--- config.mk ---
export PLATFORM = sky130hd
export DESIGN_NAME = line_clear_ctrl
export DESIGN_NICKNAME = d
export VERILOG_FILES = /design/src/rtl/tetris_pkg.sv /design/src/rtl/full_row_finder.sv /design/src/rtl/line_clear_ctrl.sv
export SDC_FILE = /design/constraint.sdc
export NUM_CORES = 1
export LEC_CHECK = 0
export ABC_AREA = 0
export CELL_PAD_IN_SITES_DETAIL_PLACEMENT = 0
export CELL_PAD_IN_SITES_GLOBAL_PLACEMENT = 2
export CORE_MARGIN = 4
export CORE_UTILIZATION = 22
export DETAILED_ROUTE_END_ITERATION = 8
export PLACE_DENSITY = 0.88
export SYNTH_ARGS = -nofsm -noshare
export SYNTH_HDL_FRONTEND = slang
export SYNTH_HIERARCHICAL = 1
export SYNTH_SLANG_ARGS = --single-unit
--- constraint.sdc ---
create_clock -name clk -period 6.52 [get_ports clk]
set_input_delay 1.304 -clock clk [delete_from_list [all_inputs] [get_ports clk]]
set_output_delay 1.304 -clock clk [all_outputs]
set_load 0.03 [all_outputs]
--- src/rtl/tetris_pkg.sv ---
// Board geometry, FSM encoding and scoring table shared by the line-clear sequencer and its helpers.
package tetris_pkg;

    localparam int ROWS = 20;
    localparam int COLS = 10;

    typedef logic [COLS-1:0] row_t;
    typedef row_t [ROWS-1:0] board_t;

    localparam row_t FULL_ROW = '1;

    typedef enum logic [2:0] {
        IDLE,
        SCAN,
        SHIFT,
        SETTLE,
        SCORE,
        DONE
    } state_t;

    // Points per drop, indexed by lines cleared (0..4); widest entry fits in 11 bits.
    localparam logic [10:0] POINTS [0:4] = '{11'd0, 11'd40, 11'd100, 11'd300, 11'd1200};

endpackage

--- src/rtl/full_row_finder.sv ---
// Combinational search for the bottom-most full row; zero latency.
// Backpressure: none, pure function of the board.
module full_row_finder
    import tetris_pkg::*;
(
    input  board_t      board,
    output logic        found,
    output logic [4:0]  idx
);

    // Ascending scan so the last match, the highest index, wins.
    always_comb begin
        found = 1'b0;
        idx   = '0;
        for (int r = 0; r < ROWS; r++) begin
            if (board[r] == FULL_ROW) begin
                found = 1'b1;
                idx   = 5'(r);
            end
        end
    end

endmodule

--- src/rtl/line_clear_ctrl.sv ---
// Clears full rows one at a time after each landed piece, then scores the drop; 3 cycles per row plus 3.
// Backpressure: start is ignored while busy; done pulses once when the drop is fully processed.
module line_clear_ctrl #(
    parameter int ROWS            = tetris_pkg::ROWS,
    parameter int COLS            = tetris_pkg::COLS,
    parameter int LINES_PER_LEVEL = 10,
    parameter int MAX_LEVEL       = 15
) (
    input  logic                      clk,
    input  logic                      reset_n,
    input  logic                      start,
    input  logic                      new_game,
    input  logic [ROWS-1:0][COLS-1:0] board,
    output logic                      clear_en,
    output logic [4:0]                clear_row,
    output logic                      busy,
    output logic                      done,
    output logic [2:0]                lines_drop,
    output logic [15:0]               total_lines,
    output logic [3:0]                level,
    output logic [19:0]               score
);

    localparam int              SUB_W     = (LINES_PER_LEVEL > 1) ? $clog2(LINES_PER_LEVEL) : 1;
    localparam logic [SUB_W-1:0] SUB_LAST = SUB_W'(LINES_PER_LEVEL - 1);
    localparam logic [3:0]      LEVEL_MAX = 4'(MAX_LEVEL);

    tetris_pkg::state_t state;
    tetris_pkg::state_t stateNext;

    logic             rowFound;
    logic [4:0]       rowIdx;
    logic [SUB_W-1:0] subCnt;
    logic [10:0]      dropPoints;
    logic [4:0]       levelMult;
    logic [14:0]      dropScore;
    logic [20:0]      scoreSum;

    // Geometry must match the package board_t seen by the finder.
    full_row_finder uFinder (
        .board (board),
        .found (rowFound),
        .idx   (rowIdx)
    );

    always_ff @(posedge clk or negedge reset_n) begin
        if (!reset_n) begin
            state <= tetris_pkg::IDLE;
        end else begin
            state <= stateNext;
        end
    end

    always_comb begin
        stateNext = state;
        clear_en  = 1'b0;
        busy      = 1'b1;
        done      = 1'b0;
        case (state)
            tetris_pkg::IDLE: begin
                busy = 1'b0;
                if (start) stateNext = tetris_pkg::SCAN;
            end
            tetris_pkg::SCAN:   stateNext = rowFound ? tetris_pkg::SHIFT : tetris_pkg::SCORE;
            tetris_pkg::SHIFT: begin
                clear_en  = 1'b1;
                stateNext = tetris_pkg::SETTLE;
            end
            tetris_pkg::SETTLE: stateNext = tetris_pkg::SCAN;
            tetris_pkg::SCORE:  stateNext = tetris_pkg::DONE;
            tetris_pkg::DONE: begin
                done      = 1'b1;
                stateNext = tetris_pkg::IDLE;
            end
            default: begin
                busy      = 1'b0;
                stateNext = tetris_pkg::IDLE;
            end
        endcase
    end

    // Level here already includes this drop's increments, since SCORE follows the last SHIFT.
    always_comb begin
        dropPoints = (lines_drop > 3'd4) ? tetris_pkg::POINTS[4] : tetris_pkg::POINTS[lines_drop];
        levelMult  = {1'b0, level} + 5'd1;
        dropScore  = {4'd0, dropPoints} * {10'd0, levelMult};
        scoreSum   = {1'b0, score} + {6'd0, dropScore};
    end

    always_ff @(posedge clk or negedge reset_n) begin
        if (!reset_n) begin
            clear_row   <= '0;
            lines_drop  <= '0;
            total_lines <= '0;
            level       <= '0;
            score       <= '0;
            subCnt      <= '0;
        end else begin
            case (state)
                tetris_pkg::IDLE: begin
                    if (start) begin
                        lines_drop <= '0;
                    end else if (new_game) begin
                        lines_drop  <= '0;
                        total_lines <= '0;
                        level       <= '0;
                        score       <= '0;
                        subCnt      <= '0;
                    end
                end
                tetris_pkg::SCAN: begin
                    if (rowFound) clear_row <= rowIdx;
                end
                tetris_pkg::SHIFT: begin
                    if (lines_drop < 3'd4)         lines_drop  <= lines_drop + 3'd1;
                    if (total_lines != 16'hFFFF)   total_lines <= total_lines + 16'd1;
                    if (subCnt == SUB_LAST) begin
                        subCnt <= '0;
                        if (level != LEVEL_MAX) level <= level + 4'd1;
                    end else begin
                        subCnt <= subCnt + 1'b1;
                    end
                end
                tetris_pkg::SCORE: begin
                    score <= scoreSum[20] ? 20'hFFFFF : scoreSum[19:0];
                end
                default: ;
            endcase
        end
    end

endmodule
==> results.sh <==
export IMPL_post_cts_buffers=0
export IMPL_synth_seq_cells=54
export IMPL_power_density_mw_per_mm2=139
export IMPL_layout_commonest_cell="clkdlybuf4s50_1"
export IMPL_post_cts_resized=0
export IMPL_grt_overflow=0
export IMPL_synth_area_leaders="dfrtp_1 (26%), ha_1 (12%), fa_1 (6.7%)"
export IMPL_arrival_ns=6.26
export IMPL_finalSetupTns_ns=0
export IMPL_wl_um=18300
export IMPL_cp_buffers_inverters=1
export IMPL_cpMaxStageDelayCell="fa_1"
export IMPL_rows=55
export IMPL_diodes=0
export IMPL_synth_area_per_cell_um2=8.58
export IMPL_ys_flop_type="dfrtp_1"
export IMPL_synth_top_area_share_pct=26.5
export IMPL_max_freq_mhz=165
export IMPL_synth_cells=595
export IMPL_clkSinkCount=54
export IMPL_nFillCells=2346
export IMPL_clock_root_buffer="clkbuf_16"
export IMPL_ys_warn_count=6
export IMPL_grt_max_degree=55
export IMPL_ys_async_sr_fraction_pct=100
export IMPL_antenna_found_initial=2
export IMPL_syn_to_final_growth_pct=59.2
export IMPL_io_buffers=254
export IMPL_min_path_type="register to register"
export IMPL_grt_util_all_layers_pct=13.9
export IMPL_ant_nets=0
export IMPL_cp_end_kind="register"
export IMPL_p_leak_nw=3.36
export IMPL_grt_pass1_wl_um=28900
export IMPL_dp_final_hpwl_um=15700
export IMPL_finalClockSkew_ns=0.00716
export IMPL_rr_startpoint="level[0]"
export IMPL_critPathTopFamily="adder cells"
export IMPL_hold_buffers=0
export IMPL_syn_nets=863
export IMPL_grt_pass1_vias=5443
export IMPL_setup_viol=0
export IMPL_synth_seq_area_share_pct=26.5
export IMPL_period_share_pct=93.1
export IMPL_wl_per_cell_um=16.2
export IMPL_nNetsFinal=1115
export IMPL_drc_errors=0
export IMPL_drt_iter0_markers=189
export IMPL_slew_headroom_pct=50.7
export IMPL_die_area_mm2=0.0257
export IMPL_max_stage_delay_ns=0.55
export IMPL_fin_crit_ns=6.07
export IMPL_hp_start="subCnt[3]"
export IMPL_irDropWorstVdd_mv=0.112
export IMPL_htree_levels=2
export IMPL_hold_viol_final=0
export IMPL_critical_path_required_ns=6.71
export IMPL_clockBufferDepth=2
export IMPL_crit_path_start_kind="register"
export IMPL_cts_inserted_buffers=5
export IMPL_mostFrequentLayoutCells="clkdlybuf4s50_1 (253), nand2_1 (74), nor2_1 (62)"
export IMPL_synthDistinctLibCells=69
export IMPL_crit_fanout=14
export IMPL_drtPass1Iterations=4
export IMPL_rsz0062_at_grt="false"
export IMPL_netlist_area_mm2=0.00510
export IMPL_num_vias=5304
export IMPL_tritoncts="yes"
export IMPL_drv_cap=0
export IMPL_yosys_area_top_type="dfrtp_1"
export IMPL_crit_path_cell_trace="ha_1 -> nand3_1 -> or3_1 -> fa_1 -> fa_1 -> fa_1 -> inv_1 -> ha_1 -> a21oi_1 -> o211ai_1 -> a31o_1 -> a21oi_1 -> xnor2_1 -> ha_1 -> a211oi_1 -> a31oi_4 -> and3_4 -> or3_1"
export IMPL_criticalPathCategory="register to register"
export IMPL_core_mm2=0.0227
export IMPL_synth_edf_count=0
export IMPL_crit_start="level[0]"
export IMPL_die_y_um=160
export IMPL_worstSkewPairLatency_ns=0.31
export IMPL_tightest_slew_ns=0.739
export IMPL_boundaryPins=255
export IMPL_clkTransAtPathRegs_ns=0.08
export IMPL_post_place_ws_ns=0.460
export IMPL_gp_congestion=0.864
export IMPL_die_w_um=160
export IMPL_drv_slew=0
export IMPL_status="finished clean"
export IMPL_finalWorstSetupSlack_ns=0.448
export IMPL_drive_gt1_share_pct=4.83
export IMPL_start_util_pct=22.5
export IMPL_vias_per_cell=4.68
metrics by stage:
step                      power, mW  instances  utilization [%]  hold slack (ns)  instance area [um2]
final                          1.13       1133             35.8            0.493                 8130
after global routing           1.20       1133             35.8            0.503                 8130
after CTS                      1.15       1133             35.8            0.494                 8130
after detailed placement      0.808       1125             35.0            0.487                 7960
after global placement        0.804       1125             35.0            0.477                 7960
after floorplan               0.579        595                -            0.450                 5100
worst register-to-register path, stage by stage (launching register included):
cell,delay [ns]
dfrtp_1,0.51
ha_1,0.28
nand3_1,0.24
or3_1,0.41
fa_1,0.50
fa_1,0.52
fa_1,0.55
inv_1,0.04
ha_1,0.32
a21oi_1,0.26
o211ai_1,0.19
a31o_1,0.24
a21oi_1,0.16
xnor2_1,0.14
ha_1,0.29
a211oi_1,0.49
a31oi_4,0.19
and3_4,0.27
or3_1,0.37
layer usage:
layer | vias up | track usage [%] | routed length [um]
met5 | - | 0 | 27
li1 | 2685 | - | -
met4 | 4 | 3.09 | 374
met1 | 2444 | 17.1 | 7880
met2 | 144 | 24.3 | 9010
met3 | 27 | 3.87 | 1040
path summary, 6_finish.rpt:
| kind | endpoint | slack (ns) | cells past startpoint |
|---|---|---|---|
| max | score[17] | 0.45 | 18 |
| min | subCnt[3] | 0.49 | 1 |
| max reg2reg | score[17] | 0.45 | 18 |
| min reg2reg | subCnt[3] | 0.49 | 1 |
| max in group asynchronous | score[5] | 4.89 | 2 |
| min in group asynchronous | level[1] | 1.12 | 2 |
cell type report:
cell class	count	area, um2	share of cell area [%]
clock buffer	5	125	1.54
clock inverter	3	48.8	0.600
inverter	30	113	1.39
multi-input combinational	499	3570	44.0
sequential	54	1350	16.6
tap	285	357	4.39
timing repair buffer	257	2560	31.5
state kept, by name, summed over array words and instances (netlist names):
name	flops
score	19
total_lines	16
clear_row	5
level	4
subCnt	4
lines_drop	3
state	3
report_power, final:
part	switching (mW)	internal, mW
logic	0.201	0.200
clock network	0.145	0.185
registers	0.0384	0.357
cell families (layout without fill, tap and decap cells):
| family | Yosys count | count (layout) | synth area share (%) |
|---|---|---|---|
| XOR/XNOR | 36 | 36 | 6.18 |
| AND/OR/NAND/NOR | 283 | 283 | 28.5 |
| adder cells (fa/ha/maj) | 64 | 64 | 18.2 |
| multiplexers | 9 | 9 | 1.91 |
| buffers and inverters | 42 | 295 | 3.50 |
| AO/OA/AOI/OAI | 107 | 107 | 15.2 |
| flip-flops | 54 | 54 | 26.5 |
synth_stat cells, types with 3 or more instances:
cell / number
a211oi_1: 5
a21o_1: 4
a21oi_1: 20
a221o_1: 13
a31oi_1: 3
and2_1: 3
clkbuf_1: 6
dfrtp_1: 54
fa_1: 17
ha_1: 47
inv_1: 29
mux2_2: 6
mux2i_1: 3
nand2_1: 74
nand2b_1: 7
nand3_1: 16
nand4_1: 42
nor2_1: 62
nor2b_1: 6
nor3_1: 31
nor4_1: 7
o211ai_1: 4
o21ai_0: 22
o21ai_1: 7
o21bai_1: 4
o31ai_1: 4
or2_2: 3
or3_1: 7
or4_1: 3
xnor2_1: 24
xor2_1: 12
Power figures use the tool's default switching activity.
